File: config.mk
export PLATFORM = sky130hd
export DESIGN_NAME = duck_ctl
export DESIGN_NICKNAME = d
export VERILOG_FILES = /design/src/rtl/duck_pkg.sv /design/src/rtl/duck_lfsr16.sv /design/src/rtl/duck_ctl.sv
export SDC_FILE = /design/constraint.sdc
export NUM_CORES = 1
export LEC_CHECK = 0
export CAP_MARGIN = 20
export CORE_MARGIN = 2
export CORE_UTILIZATION = 50
export CTS_CLUSTER_DIAMETER = 120
export DETAILED_ROUTE_END_ITERATION = 16
export PLACE_DENSITY_LB_ADDON = 0.15
export SYNTH_ARGS = -nofsm -noshare
export SYNTH_HDL_FRONTEND = slang
export SYNTH_SLANG_ARGS = --single-unit
File: constraint.sdc
create_clock -name clk -period 6.5 [get_ports clk]
set_clock_uncertainty 0.15 [all_clocks]
set_input_delay 1.3 -clock clk [delete_from_list [all_inputs] [get_ports clk]]
set_output_delay 1.3 -clock clk [all_outputs]
set_load 0.03 [all_outputs]
File: src/rtl/duck_pkg.sv
// Shared types and constants for the duck flight controller.
// Latency: n/a (declarations only).
// Backpressure: n/a.
package duck_pkg;

  typedef enum logic [2:0] {
    IDLE   = 3'd0,
    FLY    = 3'd1,
    HIT    = 3'd2,
    FALL   = 3'd3,
    ESCAPE = 3'd4
  } duck_state_t;

  localparam int SCREEN_W = 640;
  localparam int SCREEN_H = 480;
  localparam int SPRITE_W = 64;
  localparam int SPRITE_H = 48;

  // Galois feedback taps for x^16 + x^14 + x^13 + x^11 + 1 (right-shifting form)
  localparam logic [15:0] LFSR_POLY = 16'hB400;

endpackage

File: src/rtl/duck_lfsr16.sv
// 16-bit Galois LFSR used as the spawn position/direction source.
// Latency: advances once per clk, output registered.
// Backpressure: none, free-running.
module lfsr16 #(
  parameter logic [15:0] SEED = 16'hACE1
) (
  input  logic        clk,
  input  logic        rst,
  output logic [15:0] lfsr
);
  import duck_pkg::*;

  // Right shift, folding the tap polynomial in whenever a one falls out of bit 0.
  always_ff @(posedge clk or posedge rst) begin
    if (rst) lfsr <= SEED;
    else     lfsr <= {1'b0, lfsr[15:1]} ^ (lfsr[0] ? LFSR_POLY : 16'h0000);
  end

endmodule

File: src/rtl/duck_ctl.sv
// Per-duck flight controller: spawn, bounce flight, hit freeze, fall, escape.
// Latency: every output updates one clk after the triggering start/shot_hit/new_frame.
// Backpressure: none; inputs are sampled pulses, ignored outside their honouring state.
module duck_ctl #(
  parameter int          SPEED_X    = 2,
  parameter int          SPEED_Y    = 2,
  parameter int          FALL_SPEED = 4,
  parameter int          HIT_FRAMES = 30,
  parameter int          FLY_FRAMES = 300,
  parameter int          X_MAX      = 576,
  parameter int          Y_MIN      = 16,
  parameter int          Y_MAX      = 360,
  parameter logic [15:0] LFSR_SEED  = 16'hACE1
) (
  input  logic       clk,
  input  logic       rst,
  input  logic       new_frame,
  input  logic       start,
  input  logic       shot_hit,
  output logic [9:0] duck_x,
  output logic [9:0] duck_y,
  output logic       duck_direction,
  output logic       duck_show,
  output logic       duck_hit,
  output logic       busy,
  output logic       duck_killed,
  output logic       duck_escaped
);
  import duck_pkg::*;

  // 11-bit forms of the limits so additions never wrap during compares
  localparam logic [10:0] SX_W    = 11'(SPEED_X);
  localparam logic [10:0] SY_W    = 11'(SPEED_Y);
  localparam logic [10:0] FS_W    = 11'(FALL_SPEED);
  localparam logic [10:0] XMAX_W  = 11'(X_MAX);
  localparam logic [10:0] YMIN_W  = 11'(Y_MIN);
  localparam logic [10:0] YMAX_W  = 11'(Y_MAX);
  localparam logic [15:0] FLY_CNT = 16'(FLY_FRAMES);
  localparam logic [15:0] HIT_CNT = 16'(HIT_FRAMES);

  duck_state_t state, state_n;
  logic [9:0]  x_n, y_n;
  logic        dir_n, show_n, hit_n, killed_n, escaped_n;
  logic        v_up, v_up_n;
  logic [15:0] frame_cnt, frame_cnt_n;
  logic [15:0] lfsr;
  logic [10:0] x_w, y_w;
  logic        unused_lfsr;

  lfsr16 #(.SEED(LFSR_SEED)) u_lfsr (
    .clk  (clk),
    .rst  (rst),
    .lfsr (lfsr)
  );

  assign x_w         = {1'b0, duck_x};
  assign y_w         = {1'b0, duck_y};
  assign busy        = (state != IDLE);
  assign unused_lfsr = ^lfsr[15:10];

  // State, position and outcome registers; reset restores the parked duck.
  always_ff @(posedge clk or posedge rst) begin
    if (rst) begin
      state          <= IDLE;
      duck_x         <= 10'd0;
      duck_y         <= 10'(Y_MAX);
      duck_direction <= 1'b1;
      v_up           <= 1'b1;
      duck_show      <= 1'b0;
      duck_hit       <= 1'b0;
      duck_killed    <= 1'b0;
      duck_escaped   <= 1'b0;
      frame_cnt      <= 16'd0;
    end else begin
      state          <= state_n;
      duck_x         <= x_n;
      duck_y         <= y_n;
      duck_direction <= dir_n;
      v_up           <= v_up_n;
      duck_show      <= show_n;
      duck_hit       <= hit_n;
      duck_killed    <= killed_n;
      duck_escaped   <= escaped_n;
      frame_cnt      <= frame_cnt_n;
    end
  end

  // Next state and next position; a hit in FLY pre-empts both motion and timeout.
  always_comb begin
    state_n     = state;
    x_n         = duck_x;
    y_n         = duck_y;
    dir_n       = duck_direction;
    v_up_n      = v_up;
    show_n      = duck_show;
    hit_n       = duck_hit;
    killed_n    = 1'b0;
    escaped_n   = 1'b0;
    frame_cnt_n = frame_cnt;

    case (state)
      IDLE: begin
        if (start) begin
          state_n     = FLY;
          x_n         = {1'b0, lfsr[8:0]};
          dir_n       = lfsr[9];
          y_n         = YMAX_W[9:0];
          v_up_n      = 1'b1;
          frame_cnt_n = 16'd0;
          show_n      = 1'b1;
          hit_n       = 1'b0;
        end
      end

      FLY: begin
        if (shot_hit) begin
          state_n     = HIT;
          hit_n       = 1'b1;
          frame_cnt_n = 16'd0;
        end else if (new_frame) begin
          frame_cnt_n = frame_cnt + 16'd1;
          if (duck_direction) begin
            if (x_w + SX_W >= XMAX_W) begin
              x_n   = XMAX_W[9:0];
              dir_n = 1'b0;
            end else begin
              x_n = duck_x + SX_W[9:0];
            end
          end else begin
            if (x_w <= SX_W) begin
              x_n   = 10'd0;
              dir_n = 1'b1;
            end else begin
              x_n = duck_x - SX_W[9:0];
            end
          end
          if (v_up) begin
            if (y_w <= YMIN_W + SY_W) begin
              y_n    = YMIN_W[9:0];
              v_up_n = 1'b0;
            end else begin
              y_n = duck_y - SY_W[9:0];
            end
          end else begin
            if (y_w + SY_W >= YMAX_W) begin
              y_n    = YMAX_W[9:0];
              v_up_n = 1'b1;
            end else begin
              y_n = duck_y + SY_W[9:0];
            end
          end
          if (frame_cnt_n >= FLY_CNT) state_n = ESCAPE;
        end
      end

      HIT: begin
        if (new_frame) begin
          frame_cnt_n = frame_cnt + 16'd1;
          if (frame_cnt_n >= HIT_CNT) state_n = FALL;
        end
      end

      FALL: begin
        if (new_frame) begin
          if (y_w + FS_W >= YMAX_W) begin
            y_n      = YMAX_W[9:0];
            show_n   = 1'b0;
            hit_n    = 1'b0;
            killed_n = 1'b1;
            state_n  = IDLE;
          end else begin
            y_n = duck_y + FS_W[9:0];
          end
        end
      end

      ESCAPE: begin
        if (new_frame) begin
          if (y_w <= SY_W) begin
            y_n       = 10'd0;
            show_n    = 1'b0;
            escaped_n = 1'b1;
            state_n   = IDLE;
          end else begin
            y_n = duck_y - SY_W[9:0];
          end
        end
      end

      default: state_n = IDLE;
    endcase
  end

endmodule

==> reports/metrics.csv <==
stage;metric;value;unit
status;outcome;completed;
power_and_ir_drop;share of power burned in registers;31.5;%
final_layout;Layout Cells excl Fill;660;
clock_tree;CTS Buf Count;9;
synth;Yosys warning count;0;
worst_setup_path;reg-to-reg critical path startpoint;duck_y[3];
placed_design;Cell Area, Placed;0.00473;mm²
power_and_ir_drop;combinational group share of total power;50.9;%
hold_path;worst hold endpoint;u_lfsr.lfsr[11];
clock_tree;CTS sink count;60;
clock_tree;Resize count post-CTS;0;
detailed_routing;Vias per Instance;6.25;
timing;Final Hold Vio Count;0;
detailed_routing;WL per Instance;16.8;µm
power_and_ir_drop;P_sw;1.03;mW
synth;Synth Net Count;561;
placed_design;GPL Wtd Cong;0.872;
synth;mux cell area share after synthesis;1.23;%
timing;unrepaired setup endpoints after global routing;no;
timing;Final Max Slew Viols;0;
power_and_ir_drop;Pint;1.13;mW
detailed_routing;DRT iter0 DRCs;252;
final_layout;final instance area;0.00495;mm²
global_route;pin count of the biggest net entering global routing;61;
synth;synthesized instance count;545;
power_and_ir_drop;clock group share of total power;17.6;%
timing;Setup violations, final;0;
timing;Sum Neg Setup Slack;0;ns
synth;Synth async-reset ratio;100;%
synth;sequential share of the synthesized area;34.0;%
worst_setup_path;CP arrival;4.04;ns
synth;syn avg cell area;8.21;µm²
power_and_ir_drop;Sw Share;47.7;%
floorplanning;Placeable Area;0.00868;mm²
global_route;initial antenna violation count;0;
power_and_ir_drop;pwr/cell area;437;mW/mm²
worst_setup_path;Worst EP required;6.59;ns
timing;Worst Max-Slew Pin Slew;0.917;ns
hold_path;hold path depth;0;
synth;Synth Area in Simple Gates;23.5;%
clock_tree;CTS tree;yes;
final_layout;antenna cell count;0;
hold_path;Hold Path Class;reg2reg;
synth;Post-synth EDFFs;0;
global_route;grt total ovfl;0;
detailed_routing;Post-DRT Antenna Nets;0;
clock_tree;clk_lat worst skew;0.34;ns
timing;Final Cycle Share;60.7;%
worst_setup_path;R2R Setup Slk;3.19;ns
worst_setup_path;CP Capture Type;register;
detailed_routing;final WL;11100;µm
synth;Cell Area, Synth;0.00447;mm²
floorplanning;die area;0.00972;mm²
detailed_routing;vias;4125;
floorplanning;Die X;98.6;µm
placed_design;hpwl dp;7680;µm
floorplanning;Initial Util;51.5;%
placed_design;dpl ws;2.19;ns
global_route;first-pass GRT wire length;19000;µm
final_layout;Area growth, synth to finish;10.7;%
clock_tree;clock buffer depth;2;
synth;Synth Area in Adders;3.08;%
floorplanning;row cnt;34;
worst_setup_path;reg2reg path depth;9;
synth;post-synthesis compound-gate area fraction;28.9;%
floorplanning;die height;98.6;µm
detailed_routing;DRC violations left;0;
synth;XOR/XNOR share of the synthesized area;3.33;%
clock_tree;Max H-tree Level;3;
clock_tree;clock slew at reported path FFs;0.08;ns
placed_design;number of I/O port buffers;29;
job;Max-cap violations;0;
detailed_routing;TritonRoute pass-1 iters;4;
worst_setup_path;critical path type;in2reg;
clock_tree;count of hold-fix buffers inserted at cts;0;
worst_setup_path;startpoint types;input port;
power_and_ir_drop;Worst VDD drop;0.000305;V
final_layout;final layout net count;563;
timing;fmax;253;MHz
global_route;vias in the first global route;3839;
floorplanning;I/O pin cnt;31;
worst_setup_path;Worst Path Max Fanout;19;
synth;main flop type after synthesis;dfrtp_1;
synth;library cells used by synthesis;83;
synth;Seq cells post-synth;60;
clock_tree;postcts setup bufs;0;
timing;Slew HR;38.5;%
placed_design;Post-Place Cells;644;
power_and_ir_drop;leakage;1.96;nW
hold_path;worst hold start;u_lfsr.lfsr[12];
final_layout;layout cell share with drive strength beyond 1;9.60;%
worst_setup_path;R2R Path End;state[1];
global_route;GR Util All Layers;23.6;%
synth;largest family of logic cells by synthesized area;compound AO/OA/AOI/OAI gates;
timing;fin crit period;3.95;ns
clock_tree;root buf cell;clkbuf_8;
timing;setup ws final;2.55;ns
## power by group through the flow
stage / sequential [mW] / clock, mW / combinational, mW
6_report: 0.682 / 0.382 / 1.10
5_1_grt: 0.706 / 0.405 / 1.21
4_1_cts: 0.677 / 0.392 / 1.10
3_5_place_dp: 0.683 / 0 / 1.10
3_3_place_gp: 0.679 / 0 / 1.09
2_1_floorplan: 0.651 / 0 / 0.817
## registers in the layout, indices dropped and copies added, names as in the netlist, 3 cells and up
| register | cells |
|---|---|
| frame_cnt | 16 |
| u_lfsr.lfsr | 16 |
| duck_y | 9 |
| duck_x | 10 |
| state | 3 |
## routing by layer
layer  routed length, µm  GRT usage (%)
met1                5160           33.4
met2                5320           36.9
met3                 521           3.90
met4                 116           8.22
met5                   0              0
## synth_stat cells (all sizes together), types with 3 or more instances
library cell / n / area share [%]
a21o: 6 / 1.0
o211ai: 7 / 1.2
and3: 13 / 1.8
a22oi: 4 / 0.67
or3: 10 / 1.4
inv: 24 / 2.0
a32oi: 3 / 0.59
xnor2: 6 / 1.2
o31ai: 5 / 0.84
and2: 6 / 0.84
nor3: 17 / 2.1
buf: 12 / 1.6
o21bai: 6 / 1.0
nand3: 11 / 1.5
nand2: 57 / 4.8
a21boi: 3 / 0.50
o21ai: 54 / 6.0
ha: 11 / 3.1
clkbuf: 27 / 2.3
nand4: 9 / 1.3
o21a: 4 / 0.67
o221ai: 8 / 1.6
mux2i: 4 / 0.90
nor2b: 4 / 0.73
a41oi: 3 / 0.76
a31oi: 9 / 1.3
dfstp: 14 / 8.2
nor3b: 3 / 0.62
nand3b: 3 / 0.50
a22o: 4 / 0.78
nor2: 37 / 3.2
dfrtp: 46 / 26
nor4: 6 / 1.3
a21oi: 43 / 4.8
xor2: 11 / 2.2
o41ai: 4 / 0.95
nand2b: 7 / 0.98
o311ai: 4 / 0.95
## worst max path at each step
stage / startpoint / end / slack (ns) / depth (start not counted)
final: new_frame / duck_y[4] / 2.55 / 7
after global routing: new_frame / duck_y[4] / 2.37 / 7
after CTS: new_frame / duck_y[4] / 2.52 / 7
after detailed placement: new_frame / duck_y[4] / 2.19 / 7
after global placement: new_frame / duck_y[4] / 2.32 / 7
after floorplan: new_frame / duck_y[4] / 3.32 / 7
## worst max-delay path, stage by stage
cell and delay [ns]:
clkdlybuf4s50_1 0.84, nand3b_1 0.20, a211oi_1 0.78, nand2_1 0.24
nor3_2 0.23, a22oi_1 0.12, o41ai_2 0.32
## layout by cell type, fill, tap and decap left out, types with 5 or more instances in the layout
master,count
nand3_1,9
xor2_1,11
and3_1,13
xnor2_1,6
nand2_1,57
and2_1,6
nand2b_1,7
ha_1,11
dfrtp_1,46
nor3_1,15
a21oi_1,43
a21o_1,6
inv_1,23
a31oi_1,9
dfstp_2,14
o31ai_1,5
nand4_1,9
o221ai_1,8
o21bai_1,6
clkbuf_8,9
o21ai_0,50
nor2_1,36
o211ai_1,7
clkdlybuf4s50_1,29
or3_1,10
## logic make-up after synthesis
group | count (synthesis)
other | 1
AOI/OAI and AO/OA | 192
DFF | 60
xor gates and xnor gates | 17
and+or+nand+nor | 196
muxes | 5
buffers and inverters | 63
adders and majority gates | 11
## layout make-up
cell class                 instances  area, µm²
fill                             813       3720
timing repair buffer              30        298
sequential                        60       1520
multi-input combinational        422       2690
clock buffer                       9        124
clock inverter                     7       98.8
tap                              108        135
inverter                          24       90.1
## per-stage QoR
stage / utilization [%] / total power, mW / hold slack (ns)
2_1_floorplan: - / 1.47 / 0.183
3_3_place_gp: 54.5 / 1.77 / 0.188
3_5_place_dp: 54.5 / 1.78 / 0.189
4_1_cts: 57.1 / 2.17 / 0.218
5_1_grt: 57.1 / 2.32 / 0.243
6_report: 57.1 / 2.17 / 0.209
Note: power is estimated with default switching activity, not from simulation.
